[src/rtl/mux_sel_pipe.sv]
// NUM_IN:1 operand select with a registered, elastic (2-entry skid) output stage.
// Out-of-range selects produce a zero operand, set Out_Err and bump a saturating counter.
module mux_sel_pipe #(
    parameter int WIDTH     = 4,
    parameter int NUM_IN    = 4,
    parameter int ERR_CNT_W = 8,
    localparam int SEL_W    = $clog2(NUM_IN)
) (
    input  logic                    Clk,
    input  logic                    Reset_n,
    input  logic                    Flush,
    input  logic [NUM_IN*WIDTH-1:0] In_Data,
    input  logic [SEL_W-1:0]        In_Sel,
    input  logic                    In_Valid,
    output logic                    In_Ready,
    output logic [WIDTH-1:0]        Out_Data,
    output logic [SEL_W-1:0]        Out_Sel,
    output logic                    Out_Err,
    output logic                    Out_Valid,
    input  logic                    Out_Ready,
    output logic [ERR_CNT_W-1:0]    Err_Count
);

    logic [WIDTH-1:0]     chan [NUM_IN];
    logic [WIDTH-1:0]     entry_data;
    logic                 entry_err;
    logic                 accept;
    logic                 fire;

    logic [WIDTH-1:0]     out_data_q, out_data_d;
    logic [SEL_W-1:0]     out_sel_q, out_sel_d;
    logic                 out_err_q, out_err_d;
    logic                 out_valid_q, out_valid_d;
    logic [WIDTH-1:0]     skid_data_q, skid_data_d;
    logic [SEL_W-1:0]     skid_sel_q, skid_sel_d;
    logic                 skid_err_q, skid_err_d;
    logic                 skid_full_q, skid_full_d;
    logic [ERR_CNT_W-1:0] err_cnt_q, err_cnt_d;

    for (genvar gi = 0; gi < NUM_IN; gi++) begin : g_chan
        assign chan[gi] = In_Data[gi*WIDTH +: WIDTH];
    end

    always_comb begin
        entry_err  = (int'(In_Sel) >= NUM_IN);
        entry_data = '0;
        for (int i = 0; i < NUM_IN; i++) begin
            if (int'(In_Sel) == i) begin
                entry_data = chan[i];
            end
        end
    end

    assign accept = In_Valid & ~skid_full_q;
    assign fire   = out_valid_q & Out_Ready;

    // State is {out_valid, skid_full}: 00 empty, 10 one entry, 11 two entries.
    always_comb begin
        out_data_d  = out_data_q;
        out_sel_d   = out_sel_q;
        out_err_d   = out_err_q;
        out_valid_d = out_valid_q;
        skid_data_d = skid_data_q;
        skid_sel_d  = skid_sel_q;
        skid_err_d  = skid_err_q;
        skid_full_d = skid_full_q;
        err_cnt_d   = err_cnt_q;

        if (Flush) begin
            out_valid_d = 1'b0;
            skid_full_d = 1'b0;
        end else begin
            case ({out_valid_q, skid_full_q})
                2'b00: begin
                    if (accept) begin
                        out_data_d  = entry_data;
                        out_sel_d   = In_Sel;
                        out_err_d   = entry_err;
                        out_valid_d = 1'b1;
                    end
                end
                2'b10: begin
                    if (accept && fire) begin
                        out_data_d = entry_data;
                        out_sel_d  = In_Sel;
                        out_err_d  = entry_err;
                    end else if (fire) begin
                        out_valid_d = 1'b0;
                    end else if (accept) begin
                        skid_data_d = entry_data;
                        skid_sel_d  = In_Sel;
                        skid_err_d  = entry_err;
                        skid_full_d = 1'b1;
                    end
                end
                default: begin
                    if (fire) begin
                        out_data_d  = skid_data_q;
                        out_sel_d   = skid_sel_q;
                        out_err_d   = skid_err_q;
                        skid_full_d = 1'b0;
                    end
                end
            endcase

            if (accept && entry_err && !(&err_cnt_q)) begin
                err_cnt_d = err_cnt_q + ERR_CNT_W'(1);
            end
        end
    end

    always_ff @(posedge Clk or negedge Reset_n) begin
        if (!Reset_n) begin
            out_data_q  <= '0;
            out_sel_q   <= '0;
            out_err_q   <= 1'b0;
            out_valid_q <= 1'b0;
            skid_data_q <= '0;
            skid_sel_q  <= '0;
            skid_err_q  <= 1'b0;
            skid_full_q <= 1'b0;
            err_cnt_q   <= '0;
        end else begin
            out_data_q  <= out_data_d;
            out_sel_q   <= out_sel_d;
            out_err_q   <= out_err_d;
            out_valid_q <= out_valid_d;
            skid_data_q <= skid_data_d;
            skid_sel_q  <= skid_sel_d;
            skid_err_q  <= skid_err_d;
            skid_full_q <= skid_full_d;
            err_cnt_q   <= err_cnt_d;
        end
    end

    assign In_Ready  = ~skid_full_q;
    assign Out_Data  = out_data_q;
    assign Out_Sel   = out_sel_q;
    assign Out_Err   = out_err_q;
    assign Out_Valid = out_valid_q;
    assign Err_Count = err_cnt_q;

endmodule

[config.mk]
export PLATFORM = sky130hd
export DESIGN_NAME = mux_sel_pipe
export DESIGN_NICKNAME = d
export VERILOG_FILES = /design/src/rtl/mux_sel_pipe.sv
export SDC_FILE = /design/constraint.sdc
export NUM_CORES = 1
export LEC_CHECK = 0
export BUFFER_PORTS_ARGS = -buffer_cell sky130_fd_sc_hd__buf_2
export CAP_MARGIN = 40
export CORE_MARGIN = 2
export CORE_UTILIZATION = 40
export CTS_CLUSTER_DIAMETER = 100
export DETAILED_ROUTE_END_ITERATION = 10
export MAX_ROUTING_LAYER = met4
export PLACE_DENSITY = 0.7
export SYNTH_ARGS = -nofsm -noshare
export SYNTH_HDL_FRONTEND = slang
export SYNTH_SLANG_ARGS = --single-unit
export TNS_END_PERCENT = 10
[constraint.sdc]
create_clock -name Clk -period 2.4 [get_ports Clk]
set_clock_uncertainty 0.15 [all_clocks]
set_input_delay 0.12 -clock Clk [delete_from_list [all_inputs] [get_ports Clk]]
set_output_delay 0.12 -clock Clk [all_outputs]
set_load 0.01 [all_outputs]
; ---- After elaboration in Yosys (flattened, before gate mapping)
; Index checks and enable logic that the tools add are counted.
[op_classes]
mux = 24
n_bitwise = 6
n_eq_ne = 12
reduce_logical = 10
[op_table]
columns = op, n
row1 = 4-bit 2-to-1 mux, 7
row2 = "3-bit inequality test, second input constant", 5
row3 = 5-bit AND reduction, 2
row4 = 1-bit 2-to-1 mux, 9
row5 = 3-bit nonzero test, 3
row6 = 4-bit case mux with 2 select lines, 1
row7 = 4-bit AND reduction, 2
row8 = "2-bit == test, second input constant", 3
row9 = 2-bit 2-to-1 mux, 3
row10 = "2-bit inequality test, second input constant", 3
row11 = 1-bit case mux with 2 select lines, 3
row12 = 2-bit zero test, 2
row13 = 1-bit inverter, 4
row14 = 2-bit case mux with 2 select lines, 1
row15 = 1-bit AND, 2
row16 = "2-bit by 1-bit == test with 1-bit output, second input constant", 1
row17 = 1-bit logical AND, 1
[word_totals]
register_bits = 15
word_cells = 59

; ---- Depth between registers and ports, before layout
; Gate-level depths: netlist (run 1).
[logic_depth]
ltp_word = 7
depth_mapped = 5

; ---- Worst setup path before layout (run 1)
; No wires, ideal clock.
[synth_timing]
path_type = register to register
startpoint = register skid_full_q
endpoint = register skid_data_q[0]
arrival_time_ns = 1.506
slack_ns = 0.619
period_less_slack_ns = 1.781
path_buffers = 2
path_stages_with_launch = 6
required_time_ns = 2.125
path_cell_list = dfrtp_1 buf_6 nand2b_4 or4b_4 buf_6 mux2_4
[synth_between]
elab_chain_cells = 5
elab_cells_between_ends = 6
[synth_rtl]
columns = element, line_no
row1 = start: declaration, 37  ; logic skid_full_q, skid_full_d;
row2 = start signal: assignment, 131  ; skid_full_q <= skid_full_d;
row3 = 1-bit inverter, 54  ; assign accept = In_Valid & ~skid_full_q;
row4 = 1-bit AND, 54
row5 = 1-bit logical AND, 83  ; if (accept && fire) begin
row6 = 1-bit inverter (no source line), -
row7 = 5-bit AND reduction (no source line) (*), -
row8 = end signal: assignment, 128  ; skid_data_q <= skid_data_d;
row9 = end: declaration, 34  ; logic [WIDTH-1:0] skid_data_q, skid_data_d;
; Every way passes the cells marked *; elsewhere a longest branch is shown, timed or not.
; A chain may end at the register's enable or synchronous reset.

; ---- Worst setup path after layout (run 1)
[layout_timing]
startpoint = register skid_full_q
endpoint = register out_data_q[3] (netlist: Out_Data[3])
[layout_between]
elab_chain_cells = 5
elab_cells_between_ends = 10
[layout_rtl]
columns = element, line_no
row1 = 1-bit inverter, 54
row2 = 1-bit AND, 54
row3 = 1-bit logical AND, 83
row4 = 2-bit inequality test (no source line), -
row5 = 4-bit AND reduction (no source line), -
row6 = end signal: assignment, 124  ; out_data_q <= out_data_d;
row7 = end: declaration, 30  ; logic [WIDTH-1:0] out_data_q, out_data_d;
; Several ways; a longest one is shown, not always the timed one.

==> summary by stage, run 1 <==
Critical path
The start of the worst register-to-register path is skid_full_q. In this run the worst setup path begins at skid_full_q. The sort of element at the start of the critical path is a register.

The worst endpoint data arrival time is 1.86 ns. Traced cell by cell, the critical path runs through or2_2 -> a211oi_4 -> mux2_2. The delay of the slowest cell on the worst path is 0.47 ns. At the worst endpoint, the required time is 2.41 ns.

The worst-path maximum fanout is 8. The type of the setup path with the least slack is register to register. The critical path's slowest cell is sky130_fd_sc_hd__dfrtp_1.

The kind of cell adding the most delay to the critical path is flip-flops. The capturing element type of the critical path is a register. Counting both buffers and inverters, the worst setup path holds a total of 0.

Finish
The area of all sequential standard cells is 350 µm². At the end of the flow, the number of nets in the layout was 120. The area of the multi-input gates is 433 µm².

Cells with a size suffix above 1 make up 62.5% of the layout. The number of diodes is 0. The total of fill cells in the finished design is 185. From synthesis to final layout, the design area changed by 23.1%.

Floorplan
The boundary pin count is 40. The die height is 50.4 µm. The floorplan step defined a core boundary enclosing 0.00200 mm². The die area is 0.00254 mm². Row generation in the floorplan step produced 16 rows.

The width of the die is 50.4 µm. For this configuration, the core starts out at a cell density of 43.1%.

Placement
The weighted congestion reported at the end of routability-driven placement is 0.699. Buffers placed on the I/O ports in this run total 30. The total half-perimeter wirelength after legalization and detailed placement is 1.23 mm.

Pwr
For this design the static power due to leakage is 0.524 nW. Of the total power, registers draw 46.6%. The internal power is 522 µW.

In this run the power density over the cells is 670 mW/mm². The switching power as a share of total power is 26.5%. The switching component of the power is 189 µW. The portion of total power attributed to combinational logic is 30.2%. The clock network power share is 23.1%. VDD sags by at most 281 µV.

Summing internal, switching and leakage power gives 711 µW.

Clock tree
The quantity of gates resized following cts is 0. The worst-skew pair later-pin latency is 0.28 ns. The worst-case clock buffer depth is 2.

The clock tree from TritonCTS is yes. The number of CTS-inserted buffers is 3. The total clock sinks is 14.

The count of buffers added by post-CTS timing repair for setup is 0. In this run the number of H-tree levels came out at 1. The cell at the root of the clock tree is sky130_fd_sc_hd__clkbuf_4. Clock-pin slew was measured on the worst setup and hold paths at 0.08 ns.

Synthesis
The number of warning messages in the yosys log is 0. Sequential cells were found to cover 40.6% of the synthesized design area. sky130_fd_sc_hd__dfrtp_1 takes more of the synthesized area than any other cell. The top cell type's share of synthesized area is 40.6%. The synthesized design contains 14 register bits. In the synthesized netlist, the number of instances is 61.

Ranked by total cell area, the synthesized netlist is headed by sky130_fd_sc_hd__dfrtp_1, sky130_fd_sc_hd__mux2_2, sky130_fd_sc_hd__mux2_4. The synthesized cell area is 862 µm². Dividing the synthesized area by the synthesized cell count gives 14.1 µm².

The unique cell type count in the Yosys netlist is 17.

STA
The final clock period utilization by the worst path is 76.7%. The final count of negative-setup-slack endpoints is 0. Counting I/O delays and the setup requirement, the final critical path takes 1.84 ns. The final sum of negative setup slack is 0 ns. Setup repair after global routing left no endpoint under its margin.

The count of final hold-check violations is 0. The top achievable clock speed is 543 MHz. The final number of max-transition violations is 0.

Route
The mean routed wirelength per cell is 12.8 µm. In the routed design, unresolved DRC markers number 0. In this run, the number of DRC markers left after iteration 0 of detailed routing was 3. The number of vias per cell after detailed routing is 4.77. The routed length on met3 is 106 µm. For this block, the routed nets add up to 1.57 mm of wire. The routed layout has 587 vias. The highest routing layer actually used is met4. For this block, wires on met1 add up to 585 µm.

Wire segments on met2 add up to 873 µm in the final route. The number of iterations in the first detailed-routing pass is 3. Once detail routing completed, the nets flagged for antenna violations numbered 0.

Worst hold path
The critical hold path startpoint is In_Sel[1]. The type of the most critical hold path is primary input to register.

Job
The reported max-cap violation count is 0.

GRT
The maximum number of pins on one net before global-route repair is 15. The remaining global-route overflow is 0. The first global-routing pass estimated 2.75 mm of wire. The number of global-route vias before repair is 631.

Across every metal layer, demand over resource in global routing totals 15.2%. The number of antenna violations at the first check in global routing was 0.

Run status
The flow ran to the end, and the final reports show no timing, DRC or antenna violations.
## kinds of logic (layout without fill, tap and decap cells)
family                 count (synthesis)  count (layout)  synth area share, %
flip-flops                            14              14                 40.6
other                                  1               9                0.435
multiplexers                          22              22                 36.6
buffers and inverters                 14              41                 12.6
AND/OR/NAND/NOR                        5               5                 4.79
AO/OA/AOI/OAI                          5               5                 4.93
## synth_stat cells
cell and number:
sky130_fd_sc_hd__a211oi_4 1, sky130_fd_sc_hd__dfrtp_1 14, sky130_fd_sc_hd__conb_1 1, sky130_fd_sc_hd__o21ai_0 1
sky130_fd_sc_hd__buf_4 9, sky130_fd_sc_hd__mux2_4 6, sky130_fd_sc_hd__or2_2 1, sky130_fd_sc_hd__inv_1 2
sky130_fd_sc_hd__a21oi_1 2, sky130_fd_sc_hd__nand2b_4 1, sky130_fd_sc_hd__a211oi_1 1, sky130_fd_sc_hd__mux2_2 12
sky130_fd_sc_hd__mux4_2 4, sky130_fd_sc_hd__nand2_1 1, sky130_fd_sc_hd__nor2_1 1, sky130_fd_sc_hd__buf_6 3
sky130_fd_sc_hd__or4b_4 1
## placed cells by master (no fill, tap or decap), types with 2 or more instances in the layout
cell	n
sky130_fd_sc_hd__buf_2	30
sky130_fd_sc_hd__dfrtp_1	14
sky130_fd_sc_hd__mux2_2	12
sky130_fd_sc_hd__conb_1	9
sky130_fd_sc_hd__mux2_4	6
sky130_fd_sc_hd__dlygate4sd3_1	5
sky130_fd_sc_hd__mux4_2	4
sky130_fd_sc_hd__clkbuf_4	3
sky130_fd_sc_hd__inv_1	2
sky130_fd_sc_hd__a21oi_1	2
## sequential cells by signal, summed over array words and instances (netlist names)
name	count
Out_Sel	2
Out_Data	4
skid_data_q	4
skid_full_q	1
skid_sel_q	2
Out_Valid	1
## cell type report
class | count | share of cell area, %
Multi-Input combinational cell | 41 | 40.8
Clock buffer | 4 | 3.42
Tap cell | 27 | 3.18
Timing Repair Buffer | 35 | 18.9
Inverter | 2 | 0.708
Sequential cell | 14 | 33.0
## power groups by stage
stage	clock network (mW)	registers (mW)	logic (mW)
floorplan	0	0.344	0.140
global placement	0	0.335	0.204
detailed placement	0	0.338	0.209
CTS	0.173	0.333	0.218
global route	0.187	0.342	0.236
finish	0.165	0.332	0.215
## per-layer routing
| layer | global-route usage, % | vias up |
|---|---|---|
| met5 | - | - |
| met4 | 3.15 | 0 |
| met3 | 6.25 | 2 |
| met2 | 27.9 | 20 |
| met1 | 15.1 | 292 |
| li1 | - | 273 |
## path summary, 6_finish.rpt
path                             endpoint  slack [ns]  cells past startpoint
min                         skid_sel_q[1]        0.02                      2
max reg2reg                   Out_Data[3]        0.56                      3
max                           Out_Data[3]        0.56                      3
min in group asynchronous  skid_data_q[2]        0.10                      2
max in group asynchronous     skid_full_q        1.77                      2
min reg2reg                    Out_Sel[1]        0.36                      1
## what timing repair did
item / CTS / global route
hold buffers: 5 / 0
endpoints found under the hold margin: 16 / 0
endpoints found under the setup margin: 0 / 0
## metrics by stage
stage	setup WS, ns	cell area (µm²)	hold WS [ns]	util [%]	instances
3_3_place_gp	0.614	975	-0.129	48.7	114
5_1_grt	0.459	1060	0.0222	53.0	123
2_1_floorplan	0.619	892	-0.326	-	69
3_5_place_dp	0.574	975	-0.120	48.7	114
4_1_cts	0.553	1060	0.0195	53.0	123
6_report	0.559	1060	0.0218	53.0	123
No activity file was read; power rests on OpenSTA's default activity.
==> run 2, diff against run 1 <==
--- a/config.mk
+++ b/config.mk
@@ -5,6 +5,7 @@
 export SDC_FILE = /design/constraint.sdc
 export NUM_CORES = 1
 export LEC_CHECK = 0
+export ABC_AREA = 1
 export BUFFER_PORTS_ARGS = -buffer_cell sky130_fd_sc_hd__buf_2
 export CAP_MARGIN = 40
 export CORE_MARGIN = 2
==> constraint.sdc (replaced) <==
create_clock -name Clk -period 1.75 [get_ports Clk]
set_clock_uncertainty 0.15 [all_clocks]
set_input_delay 0.0875 -clock Clk [delete_from_list [all_inputs] [get_ports Clk]]
set_output_delay 0.0875 -clock Clk [all_outputs]
set_load 0.01 [all_outputs]
==> summary by stage, run 2 <==
Run status
The flow ran to the end, and the final reports show no timing, DRC or antenna violations.

Worst hold path
The type of the most critical hold path is primary input to register.

Placement
The cell count after placement came to 174 (+53%). The weighted congestion reported at the end of routability-driven placement is 0.756 (+8.3%). The total half-perimeter wirelength after legalization and detailed placement came to 1.29 mm (+4.8%). The count of port buffers added during placement was 30 (unchanged).

Clock tree
The clock-pin slew of the registers on the worst-case setup and hold paths is 0.08 ns (about the same). The count of H-tree levels built during CTS is 1 (unchanged). Clock tree synthesis selected as its root buffer the cell sky130_fd_sc_hd__clkbuf_4. The worst-skew pair later-pin latency was 0.27 ns (about the same).

The total clock sinks is 14 (unchanged). The number of CTS-inserted buffers is 3 (unchanged). The count of buffers added by post-CTS timing repair for setup is 0 (unchanged).

The clock tree from TritonCTS is yes. The worst-case clock buffer depth was 2 (unchanged).

Critical path
The sort of element at the start of the critical path is a primary input. In this run the critical register-to-register path is captured at skid_full_q. The start of the worst register-to-register path is Out_Valid. The worst setup path is of the primary input to register kind.

The most common cell type on the critical path is sky130_fd_sc_hd__dlygate4sd3_1. The flop-to-flop setup slack is 0.22 ns (-0.34 ns). The delay of the slowest cell on the worst path is 0.56 ns (+0.09 ns). The number of cells on the worst reg-to-reg path is 3 (unchanged). The worst endpoint data arrival time was 1.68 ns (-0.18 ns). The most critical setup path has its endpoint at skid_full_q.

The capturing element type of the critical path is a register. The critical path required time came to 1.80 ns (-0.61 ns). The critical path starts at Flush. The critical path goes through dlygate4sd3_1 -> buf_2 -> a211o_1 -> dlygate4sd3_1 -> nand2_1.

The worst-path maximum fanout was 4 (-4). The critical path's slowest cell is sky130_fd_sc_hd__dlygate4sd3_1.

STA
The routed design could run at a clock period as short as 1.63 ns. Setup repair after global routing left no endpoint under its margin. The final number of max-transition violations is 0 (unchanged). The final count of negative-setup-slack endpoints is 0 (unchanged). The count of final hold-check violations was 0 (unchanged). The final sum of negative setup slack was 0 ns (unchanged). The final clock period utilization by the worst path is 93.0%. Timing would allow up to 615 MHz.

Floorplan
The initial cell density of the core was 43.4% (+0.32 points). The area of the core is 0.00202 mm² (+1.0%). The die height is 50.8 µm (+0.79%). The total number of placement rows was 16 (unchanged).

The die area is 0.00258 mm² (+1.6%). The width of the die is 50.8 µm (+0.79%). The boundary pin count came to 40 (unchanged).

Finish
The commonest non-fill, non-tap cell in the layout is sky130_fd_sc_hd__nand2_1. The final cell count without fillers is 180 (+46%). The post-layout utilization of the core is 52.0% (-1.0 points).

The number of nets at the end of the flow is 178 (+48%). The area added between synthesis and finish is 19.8%. The number of diodes was 0 (unchanged). The area of all sequential standard cells is 350 µm² (unchanged). The total of fill cells in the finished design came to 213 (+15%). The top cell types in the final layout, fill and taps aside, are sky130_fd_sc_hd__nand2_1, sky130_fd_sc_hd__buf_2, sky130_fd_sc_hd__dfrtp_1. The area of the multi-input gates was 423 µm² (-2.3%). The fraction of layout instances using a drive strength above 1 is 31.4% (-31 points).

Pwr
The internal power is 644 µW (+23%). The switching component of the power is 333 µW (+77%). The total power of the final layout is 977 µW (+37%). The power density normalized to cell area is 930 mW/mm² (+39%).

The clock network power share came to 17.6% (-5.5 points). The switching power as a share of total power is 34.1% (+7.6 points). The portion of total power attributed to combinational logic is 32.9% (+2.7 points). The largest voltage drop on the vdd net is 381 µV (+36%). The standby leakage power is 0.609 nW (+16%).

The sequential power share is 49.4% (+2.8 points).

Synthesis
The number of synthesized register bits is 14 (unchanged). The largest area contributor in the synthesized netlist is sky130_fd_sc_hd__dfrtp_1. The share of synthesized area occupied by flip-flops and latches came to 39.9% (-0.70 points). The number of instances in the synthesized netlist is 121 (+98%). The top cell type's share of synthesized area is 39.9% (-0.70 points).

The unique cell type count in the Yosys netlist is 19 (+2). The number of warning messages in the yosys log is 0 (unchanged). The average instance area after synthesis is 7.25 µm² (-49%). The share of synthesized flip-flops with an asynchronous set or reset is 100% (unchanged). In the post-synthesis netlist, the cell with the most instances is sky130_fd_sc_hd__nand2_1. The count of flip-flops with a built-in enable after synthesis is 0 (unchanged). After synthesis, the cell types taking the most area are sky130_fd_sc_hd__dfrtp_1, sky130_fd_sc_hd__nand2_1, sky130_fd_sc_hd__buf_4. Among all flip-flop cells after synthesis, the most frequent one is sky130_fd_sc_hd__dfrtp_1. The synthesized cell area was 877 µm² (+1.7%). By count the netlist is led by sky130_fd_sc_hd__nand2_1, sky130_fd_sc_hd__dfrtp_1, sky130_fd_sc_hd__nor2_1, sky130_fd_sc_hd__nand3_1, sky130_fd_sc_hd__buf_4.

GRT
The maximum number of pins on one net before global-route repair is 15 (unchanged). The first-pass GRT wire length came to 2.90 mm (+5.5%). The remaining global-route overflow is 0 (unchanged). The number of global-route vias before repair is 708 (+12%). The number of antenna violations at the first check in global routing is 0 (unchanged). The total routing resource utilization after global routing is 15.1% (-0.17 points).

Route
The count of antenna-violating nets left after detailed routing is 0 (unchanged). The number of iterations in the first detailed-routing pass is 6 (+3). The final routed wirelength across all metal layers is 1.68 mm (+6.8%). The number of design rule violations left after detail routing is 0 (unchanged). The mean routed wirelength per cell was 9.32 µm (-27%).

The via total after detailed routing is 827 (+41%). The number of vias per cell after detailed routing is 4.59 (-3.7%). The number of violations reported at the end of detailed-routing iteration 0 is 16 (+13).

Job
The reported max-cap violation count came to 0 (unchanged).
-- run 2: cell types whose count changed after synthesis, sizes merged, moves of 2 or more --
cell    delta
mux4       -4
nand2     +40
o21ai     +10
a21oi      -2
mux2      -18
inv        +7
a211oi     -2
nor2      +15
nand3     +12
-- run 2: cell families (layout without fill, tap and decap cells) --
kind of cell	after synthesis	in the layout	synth area share, %
flops	14	14	39.9
compound gates	13	13	9.27
simple gates	71	71	35.1
buf+inv	22	46	15.3
other cells	1	9	0.428
-- run 2: final cells by class --
type                            instances  area share [%]
Timing Repair Buffer                   34            17.9
Clock buffer                            3            2.14
Inverter                                9            3.21
Tap cell                               27            3.21
Sequential cell                        14            33.3
Multi-Input combinational cell         93            40.2
-- run 2: timing repair --
action,4_1_cts,5_1_grt
hold buffers,3,0
endpoints found under the hold margin,15,0
resized for setup,0,0
-- run 2: worst min-delay path by stage --
stage / startpoint / to / slack, ns / depth (start not counted)
6_report: In_Sel[1] / skid_sel_q[1] / 0.02 / 3
5_1_grt: In_Sel[1] / skid_sel_q[1] / 0.04 / 3
4_1_cts: In_Sel[1] / skid_sel_q[1] / 0.01 / 3
3_5_place_dp: Reset_n / Out_Data[0] / -0.15 / 1
3_3_place_gp: Reset_n / Out_Data[3] / -0.16 / 1
2_1_floorplan: Reset_n / Out_Data[0] / -0.36 / 0
-- run 2: stage by stage --
stage	setup slack, ns	area, µm²	hold slack (ns)
5_1_grt	0.0985	1050	0.0356
4_1_cts	0.166	1050	0.0129
3_3_place_gp	0.342	998	-0.162
6_report	0.123	1050	0.0233
2_1_floorplan	0.443	907	-0.358
3_5_place_dp	0.312	998	-0.152
-- run 2: power by group through the flow --
stage               Combinational, mW  Clock (mW)  Sequential (mW)
floorplan                       0.207           0            0.507
global placement                0.313           0            0.485
detailed placement              0.319           0            0.488
CTS                             0.327       0.180            0.483
global route                    0.374       0.192            0.499
finish                          0.322       0.172            0.483
-- run 2: per-layer routing --
layer	share of wire, %	routed length, µm	up-vias	global-route usage, %
li1	-	-	429	-
met1	45	753	361	17.6
met2	47	796	35	25.4
met3	6.5	109	2	2.05
met4	1.1	19	0	7.66
met5	0	0	-	-
-- run 2: worst max-delay path, delay by kind of cell --
kind	cells	cell delay, ns
AND/OR/NAND/NOR	1	0.06
buffers and inverters	3	1.27
AO/OA/AOI/OAI	1	0.26
